## config.mk

```make
export PLATFORM = sky130hd
export DESIGN_NAME = sweep_sequencer
export DESIGN_NICKNAME = d
export VERILOG_FILES = /design/src/rtl/sweep_sequencer.sv
export SDC_FILE = /design/constraint.sdc
export NUM_CORES = 1
export LEC_CHECK = 0
export ABC_AREA = 1
export BUFFER_PORTS_ARGS = -buffer_cell sky130_fd_sc_hd__buf_2
export CORE_MARGIN = 2
export CORE_UTILIZATION = 60
export CTS_CLUSTER_DIAMETER = 200
export DETAILED_ROUTE_END_ITERATION = 12
export PLACE_DENSITY_LB_ADDON = 0.15
export SLEW_MARGIN = 20
export SYNTH_ARGS = -nofsm -noshare
export SYNTH_HDL_FRONTEND = slang
export SYNTH_SLANG_ARGS = --single-unit
export TNS_END_PERCENT = 50
```

## constraint.sdc

```tcl
create_clock -name CLK -period 5.72 [get_ports CLK]
set_clock_uncertainty 0.2 [all_clocks]
set_input_delay 0.572 -clock CLK [delete_from_list [all_inputs] [get_ports CLK]]
set_output_delay 0.572 -clock CLK [all_outputs]
set_load 0.02 [all_outputs]
```

## src/rtl/sweep_sequencer.sv

```systemverilog
// sweep_sequencer: single-acquisition light tracker.
// Sweeps the horizontal axis, parks on the brightest position, then sweeps the
// vertical axis and parks on the brightest position. It reports the best vertical
// reading on MAX_LIGHT.
// Optional build macro SWEEP_AUTO_REPEAT_EN: after each acquisition, rest for
// REST_TICKS step ticks and then start the next acquisition automatically.
module sweep_sequencer #(
  parameter int POS_W        = 8,
  parameter int POS_MAX      = 180,
  parameter int POS_HOME     = 90,
  parameter int LIGHT_W      = 12,
  parameter int SETTLE_TICKS = 16,
  parameter int LIMIT_FILT   = 4,
  parameter int REST_TICKS   = 255
) (
  input  logic               CLK,
  input  logic               RST,
  input  logic               START,
  input  logic               STEP_TICK,
  input  logic [LIGHT_W-1:0] LIGHT,
  input  logic               PWM_LIMIT,
  output logic               HS,
  output logic               VS,
  output logic [POS_W-1:0]   H_POS,
  output logic [POS_W-1:0]   V_POS,
  output logic               BUSY,
  output logic               DONE,
  output logic [LIGHT_W-1:0] MAX_LIGHT
);

  localparam int LIM_W = $clog2(LIMIT_FILT + 1);
  localparam int SET_W = $clog2(SETTLE_TICKS + 1);

  localparam logic [2:0] IDLE    = 3'd0;
  localparam logic [2:0] H_SWEEP = 3'd1;
  localparam logic [2:0] H_MAX   = 3'd2;
  localparam logic [2:0] V_SWEEP = 3'd3;
  localparam logic [2:0] V_MAX   = 3'd4;
  localparam logic [2:0] FINISH  = 3'd5;
`ifdef SWEEP_AUTO_REPEAT_EN
  localparam logic [2:0] REST    = 3'd6;
  localparam int REST_W = $clog2(REST_TICKS + 1);
`endif

  logic [2:0]         state_reg, state_next;
  logic [POS_W-1:0]   h_pos_reg, h_pos_next;
  logic [POS_W-1:0]   v_pos_reg, v_pos_next;
  logic [LIGHT_W-1:0] best_reg, best_next;
  logic [POS_W-1:0]   best_pos_reg, best_pos_next;
  logic               first_reg, first_next;
  logic [LIM_W-1:0]   limit_cnt_reg, limit_cnt_next;
  logic [SET_W-1:0]   settle_cnt_reg, settle_cnt_next;
  logic [LIGHT_W-1:0] max_light_reg, max_light_next;
`ifdef SWEEP_AUTO_REPEAT_EN
  logic [REST_W-1:0]  rest_cnt_reg, rest_cnt_next;
`else
  // Keeps the parameter referenced when the repeat feature is compiled out.
  logic [31:0]        unused_rest_ticks;
  assign unused_rest_ticks = 32'(REST_TICKS);
`endif

  // Shared sweep datapath: the position of whichever axis is sweeping, and the
  // best/limit values this tick's sample would produce.
  logic [POS_W-1:0]   sweep_pos;
  logic               take_sample;
  logic [LIGHT_W-1:0] best_upd;
  logic [POS_W-1:0]   best_pos_upd;
  logic [LIM_W-1:0]   limit_upd;
  logic               sweep_end;
  logic               settle_last;

  assign sweep_pos    = (state_reg == V_SWEEP) ? v_pos_reg : h_pos_reg;
  // Strictly greater keeps the earliest position on ties.
  assign take_sample  = first_reg || (LIGHT > best_reg);
  assign best_upd     = take_sample ? LIGHT : best_reg;
  assign best_pos_upd = take_sample ? sweep_pos : best_pos_reg;
  // Limit input may glitch: only LIMIT_FILT consecutive high ticks count.
  assign limit_upd    = !PWM_LIMIT ? '0 :
                        (limit_cnt_reg == LIM_W'(LIMIT_FILT)) ? limit_cnt_reg :
                        limit_cnt_reg + 1'b1;
  assign sweep_end    = (sweep_pos >= POS_W'(POS_MAX)) ||
                        (limit_upd == LIM_W'(LIMIT_FILT));
  assign settle_last  = (settle_cnt_reg == SET_W'(SETTLE_TICKS - 1));

  // Next-state and datapath decode; everything holds unless explicitly updated.
  always_comb begin
    state_next      = state_reg;
    h_pos_next      = h_pos_reg;
    v_pos_next      = v_pos_reg;
    best_next       = best_reg;
    best_pos_next   = best_pos_reg;
    first_next      = first_reg;
    limit_cnt_next  = limit_cnt_reg;
    settle_cnt_next = settle_cnt_reg;
    max_light_next  = max_light_reg;
`ifdef SWEEP_AUTO_REPEAT_EN
    rest_cnt_next   = rest_cnt_reg;
`endif

    case (state_reg)
      IDLE: begin
        best_next      = '0;
        best_pos_next  = '0;
        first_next     = 1'b1;
        limit_cnt_next = '0;
        if (START) begin
          state_next = H_SWEEP;
          h_pos_next = '0;
        end
      end

      H_SWEEP: begin
        if (STEP_TICK) begin
          best_next      = best_upd;
          best_pos_next  = best_pos_upd;
          first_next     = 1'b0;
          limit_cnt_next = limit_upd;
          if (sweep_end) begin
            state_next      = H_MAX;
            h_pos_next      = best_pos_upd;
            settle_cnt_next = '0;
          end else begin
            h_pos_next = h_pos_reg + 1'b1;
          end
        end
      end

      H_MAX: begin
        if (STEP_TICK) begin
          if (settle_last) begin
            state_next     = V_SWEEP;
            v_pos_next     = '0;
            best_next      = '0;
            best_pos_next  = '0;
            first_next     = 1'b1;
            limit_cnt_next = '0;
          end else begin
            settle_cnt_next = settle_cnt_reg + 1'b1;
          end
        end
      end

      V_SWEEP: begin
        if (STEP_TICK) begin
          best_next      = best_upd;
          best_pos_next  = best_pos_upd;
          first_next     = 1'b0;
          limit_cnt_next = limit_upd;
          if (sweep_end) begin
            state_next      = V_MAX;
            v_pos_next      = best_pos_upd;
            settle_cnt_next = '0;
            max_light_next  = best_upd;
          end else begin
            v_pos_next = v_pos_reg + 1'b1;
          end
        end
      end

      V_MAX: begin
        if (STEP_TICK) begin
          if (settle_last) begin
            state_next = FINISH;
          end else begin
            settle_cnt_next = settle_cnt_reg + 1'b1;
          end
        end
      end

      FINISH: begin
`ifdef SWEEP_AUTO_REPEAT_EN
        state_next     = REST;
        rest_cnt_next  = '0;
        best_next      = '0;
        best_pos_next  = '0;
        first_next     = 1'b1;
        limit_cnt_next = '0;
`else
        state_next = IDLE;
`endif
      end

`ifdef SWEEP_AUTO_REPEAT_EN
      REST: begin
        best_next      = '0;
        best_pos_next  = '0;
        first_next     = 1'b1;
        limit_cnt_next = '0;
        if (STEP_TICK) begin
          if (rest_cnt_reg == REST_W'(REST_TICKS - 1)) begin
            state_next = H_SWEEP;
            h_pos_next = '0;
          end else begin
            rest_cnt_next = rest_cnt_reg + 1'b1;
          end
        end
      end
`endif

      default: begin
        state_next = IDLE;
      end
    endcase
  end

  // State and datapath registers with synchronous reset to the home position.
  always_ff @(posedge CLK) begin
    if (RST) begin
      state_reg      <= IDLE;
      h_pos_reg      <= POS_W'(POS_HOME);
      v_pos_reg      <= POS_W'(POS_HOME);
      best_reg       <= '0;
      best_pos_reg   <= '0;
      first_reg      <= 1'b0;
      limit_cnt_reg  <= '0;
      settle_cnt_reg <= '0;
      max_light_reg  <= '0;
`ifdef SWEEP_AUTO_REPEAT_EN
      rest_cnt_reg   <= '0;
`endif
    end else begin
      state_reg      <= state_next;
      h_pos_reg      <= h_pos_next;
      v_pos_reg      <= v_pos_next;
      best_reg       <= best_next;
      best_pos_reg   <= best_pos_next;
      first_reg      <= first_next;
      limit_cnt_reg  <= limit_cnt_next;
      settle_cnt_reg <= settle_cnt_next;
      max_light_reg  <= max_light_next;
`ifdef SWEEP_AUTO_REPEAT_EN
      rest_cnt_reg   <= rest_cnt_next;
`endif
    end
  end

  // Status outputs decode the registered state, so they change with it.
  assign HS        = (state_reg == H_SWEEP);
  assign VS        = (state_reg == V_SWEEP);
  assign BUSY      = (state_reg != IDLE);
  assign DONE      = (state_reg == FINISH);
  assign H_POS     = h_pos_reg;
  assign V_POS     = v_pos_reg;
  assign MAX_LIGHT = max_light_reg;

endmodule
```

Word level (Yosys, flattened, before mapping)

Cells that the tools add are included.

Register bits after elaboration: 60
Bits in latches: 0
RAM bits: 0
Memory bits (read-only): 0
Memories kept: 0

Add/sub/neg operators: 4
Multipliers: 0
Div/mod/pow operators: 0
Order comparisons: 2
Equality and inequality tests: 21
Shift operators: 0
Multiplexer cells: 43
Bitwise operators: 0
Reduce and logical (&&, ||, !) cells: 16

Operators with widths:

| cell                                                             | number |
|---|---|
| 8-bit two-way mux                                                | 10 |
| 12-bit two-way mux                                               | 4 |
| 3-bit two-way mux                                                | 14 |
| 12-bit case mux with 3 select lines                              | 1 |
| 8-bit case mux with 2 select lines                               | 2 |
| 8-bit case mux with 3 select lines                               | 1 |
| 5-bit two-way mux                                                | 4 |
| 8-bit by 1-bit adder with 8-bit output (second input constant)   | 2 |
| 2-bit != test (second input constant)                            | 8 |
| 3-bit case mux with 5 select lines                               | 1 |
| 3-bit == test (second input constant)                            | 4 |
| 12-bit greater-than comparator                                   | 1 |
| 2-bit by 1-bit != test with 1-bit output (second input constant) | 5 |
| 5-bit case mux with 2 select lines                               | 1 |
| 3-bit case mux with 3 select lines                               | 1 |
| 9-bit AND reduction                                              | 1 |
| 8-bit >= comparator (second input constant)                      | 1 |
| 4-bit AND reduction                                              | 2 |
| 3-bit by 2-bit == test with 1-bit output (second input constant) | 2 |
| 3-bit AND reduction                                              | 2 |
| 2-bit nonzero test                                               | 3 |
| 3-bit nonzero test                                               | 2 |
| 5-bit by 1-bit adder with 5-bit output (second input constant)   | 1 |
| 5-bit by 4-bit == test with 1-bit output (second input constant) | 1 |
| other kinds (8)                                                  | 12 |

Logic depth before layout (Yosys ltp)

Word-level depth: 8
Gate-level depth with buffers: 17
Mapped depth without buffers: 16

Worst setup path before layout

OpenSTA, ideal clock, no wires.

Path kind: input to register
From: input LIGHT[11]
To: register h_pos_reg[1], in the netlist H_POS[1]
Setup time: 0.123 ns
Arrival: 2.035 ns
Data required time: 5.397 ns
Slack: 3.361 ns
Stages: 13
Path buffers: 1
Path through: ha_1 nand2_1 inv_1 nand2_1 nor2_1 nand2_1 nand3_1 nand2_2 nand2_1 clkbuf_1 nand2_1 a21oi_1 o21ai_0

Cells in the longest elaborated chain, start to end: 6

RTL lines:

| item                               | RTL line | RTL |
|---|---|---|
| start, declared                    | 20       | `input logic [LIGHT_W-1:0] LIGHT,` |
| 12-bit greater-than comparator     | 74       | `assign take_sample = first_reg \|\| (LIGHT > best_reg);` |
| 1-bit logical OR                   | 74       |  |
| 8-bit two-way mux                  | 76       | `assign best_pos_upd = take_sample ? sweep_pos : best_pos_reg;` |
| 8-bit two-way mux                  | 118      | `if (sweep_end) begin` |
| 8-bit two-way mux                  | 113      | `if (STEP_TICK) begin` |
| 8-bit case mux with 2 select lines | 100      | `case (state_reg)` |
| end signal, assigned               | 210      | `h_pos_reg <= POS_W'(POS_HOME);` |
| end signal, assigned               | 223      | `h_pos_reg <= h_pos_next;` |
| end, declared                      | 46       | `logic [POS_W-1:0] h_pos_reg, h_pos_next;` |

No other way between the ends. The select of a mux whose other input is x is not followed.
A chain may end at the register's enable or synchronous reset.

Final worst setup path

From: register best_reg[11]
To: register best_reg[4]

Cells in the longest elaborated chain, start to end: 5

RTL lines:

| item                                | RTL line | RTL |
|---|---|---|
| start, declared                     | 48       | `logic [LIGHT_W-1:0] best_reg, best_next;` |
| start signal, assigned              | 225      | `best_reg <= best_next;` |
| 12-bit greater-than comparator      | 74       |  |
| 1-bit logical OR                    | 74       |  |
| 12-bit two-way mux                  | 75       | `assign best_upd = take_sample ? LIGHT : best_reg;` |
| 12-bit two-way mux                  | 113, 144 |  |
| 12-bit case mux with 3 select lines | 100      |  |

No other way between the ends. The select of a mux whose other input is x is not followed.

==> metrics.txt <==
largest net degree at the start of global routing 48; Hold Crit Class reg2reg; Final Cell Area 4100 um^2; Post-synth EDFFs 0; vias in the first global route approximately 3300; HPWL Detailed 6.43 mm; most frequent cells in the layout 166 x nand2_1, 63 x inv_1, 60 x dfxtp_1, 50 x nor2_1, 50 x a21oi_1; Fmax about 0.34 GHz; post_cts resized 0; unrepaired setup endpoints after global routing no; nets 630; dpl cell area 3840 um^2; Slew Viols, Final 0; crit path capture type flip-flop; Die W 81.6 um; CTS root buffer clkbuf_8; drt drc 0; VDD IR max 0.286 mV; global route overflow 0; DP Worst Slack around 2.5 ns; CP Max Fanout 31; worst reg2reg path endpoint best_reg[4]; Antenna diodes 0; Switching Share 40.1%; Power, Total 1.56 mW; I/O Buffers 48; ys async rst share 0%; overall routing resource usage ~30%; Clk pwr share 30.8%; Slew HR 37.4%; synthesized flop and latch total 60; post-synthesis sequential area ratio 33.3%; drt first-iter violations 267; first-pass GRT wire length about 15 mm; Mapped Nets 589; Yosys cell types 34; WHS Endpoint best_pos_reg[3]; # Post-CTS Setup Buffers 0; Switching Power between 600 and 700 uW; CTS tree built; starting density of the core between 60% and 70%; Max clock buf depth 2; Core Region 5850 um^2; worst reg2reg path depth 12; Synth Instances 554; outcome finished clean; layout cells sized above 1 14.2%; WHS Path Cells 2; reg2reg setup slack between 2 and 3 ns; via count between 3000 and 4000; Sum Neg Setup Slack 0 ns; row count 28; die area about 6700 um^2; Final Hold Viols 0; Worst Tran Pin Value 0.939 ns; Worst EP arrival 3.01 ns; period utilization 51.3%; setup violators final 0; clock latency on the worst-skew pair 0.35 ns; combinational share of power 35.7%; drt total wl 9.19 mm; post-route minimum period 2.94 ns; hold path startpoint best_pos_reg[3]; Reg power frac between 30% and 40%; final hold slack 0.262 ns; most common cell after layout, fill and taps aside nand2_1; clock-pin slew on the worst setup and hold paths 0.08 ns; routed vias/inst ~5.5; # fillers 512; mapped cell area 3610 um^2; Routed Antenna Nets 0; crit start category flip-flop; Critical Path RT 5.80 ns; GPL Wtd Cong 0.904; io pins 49; Post-CTS Hold Fix Bufs 0; Lkg Pwr 1.99 nW; reg2reg start best_reg[11]; critical path class reg2reg; Power Density 380 nW/um^2; htree depth 3; final worst setup slack 2.78 ns; Internal roughly 930 uW; Main synth FF type dfxtp_1; initial antenna violation count 0; Routed WL per cell 13.6 um; number of clock sinks 60; YS warnings 0; Die Y between 80 and 90 um; Max Cap Violations 0; Initial DRT Pass Iterations 5; Num CTS Buffers 9; synthesized area per cell 6.52 um^2; area grow syn2layout 13.6%
==> worst max-delay path: stages, from the launching register on <==
cell,delay [ns]
dfxtp_1,0.33
inv_1,0.05
ha_1,0.29
nand2_1,0.08
inv_1,0.06
nand2_1,0.06
nor2_1,0.14
nand4_1,0.11
nand2_2,0.18
nand2_1,0.52
o21ai_0,0.58
nand2_1,0.11
a21oi_1,0.14
==> power by group through the flow <==
stage	Combinational (mW)	Clock, mW	Sequential (mW)
3_5_place_dp	0.545	0	0.530
5_1_grt	0.631	0.505	0.529
4_1_cts	0.549	0.484	0.521
2_1_floorplan	0.415	0	0.536
6_report	0.557	0.480	0.522
3_3_place_gp	0.536	0	0.528
==> through the flow <==
stage | utilization (%) | std cells
finish | 70.1 | 675
global route | 70.1 | 675
CTS | 70.0 | 675
detailed placement | 65.7 | 659
global placement | 65.7 | 659
floorplan | - | 554
==> per-layer routing <==
layer	global-route usage, %	wire length (um)	share of wire [%]	vias up
met4	10.5	167	1.8	0
li1	-	-	-	1876
met1	34.4	3860	42	1669
met2	51.2	4470	49	150
met5	0	0	0	-
met3	7.69	692	7.5	18
==> how the worst max path moves through the flow <==
stage,startpoint,slack (ns),end
CTS,settle_cnt_reg[0],2.72,best_pos_reg[1]
detailed placement,LIGHT[11],2.52,best_reg[6]
finish,best_reg[11],2.78,best_reg[4]
global route,best_reg[11],2.50,best_reg[6]
floorplan,LIGHT[11],3.36,H_POS[1]
global placement,LIGHT[11],2.58,best_reg[6]
==> logic make-up after synthesis <==
family	Yosys count	share of synthesized area, %
XOR/XNOR	6	1.46
AND/OR/NAND/NOR	286	34.8
buffers and inverters	85	9.81
adder cells (fa/ha/maj)	18	6.24
AO/OA/AOI/OAI	99	14.4
flip-flops	60	33.3
==> synth_stat cells, types with 2 or more instances <==
cell type	number	area [um^2]
nand4_1	15	93.8
a21oi_1	50	250
buf_2	3	15.0
clkbuf_1	11	41.3
nand2_1	166	623
o21ai_0	30	150
buf_6	2	22.5
ha_1	18	225
inv_1	63	236
xor2_1	5	43.8
nand3b_1	4	30.0
inv_2	3	11.3
nor2_1	50	188
nand3_4	3	52.6
nand2_2	8	50.1
dfxtp_1	60	1200
nor3_1	4	20.0
nand3_1	32	160
o21ai_1	11	55.1
nor2_4	2	22.5
==> layout make-up <==
| class | instances | area (um^2) | area share, % |
|---|---|---|---|
| Sequential cell | 60 | 1200 | 29.3 |
| Clock buffer | 10 | 138 | 3.36 |
| Multi-Input combinational cell | 409 | 2060 | 50.3 |
| Inverter | 67 | 254 | 6.19 |
| Clock inverter | 6 | 111 | 2.72 |
| Tap cell | 75 | 93.8 | 2.29 |
| Timing Repair Buffer | 48 | 240 | 5.86 |
Note: power is estimated with default switching activity, not from simulation.
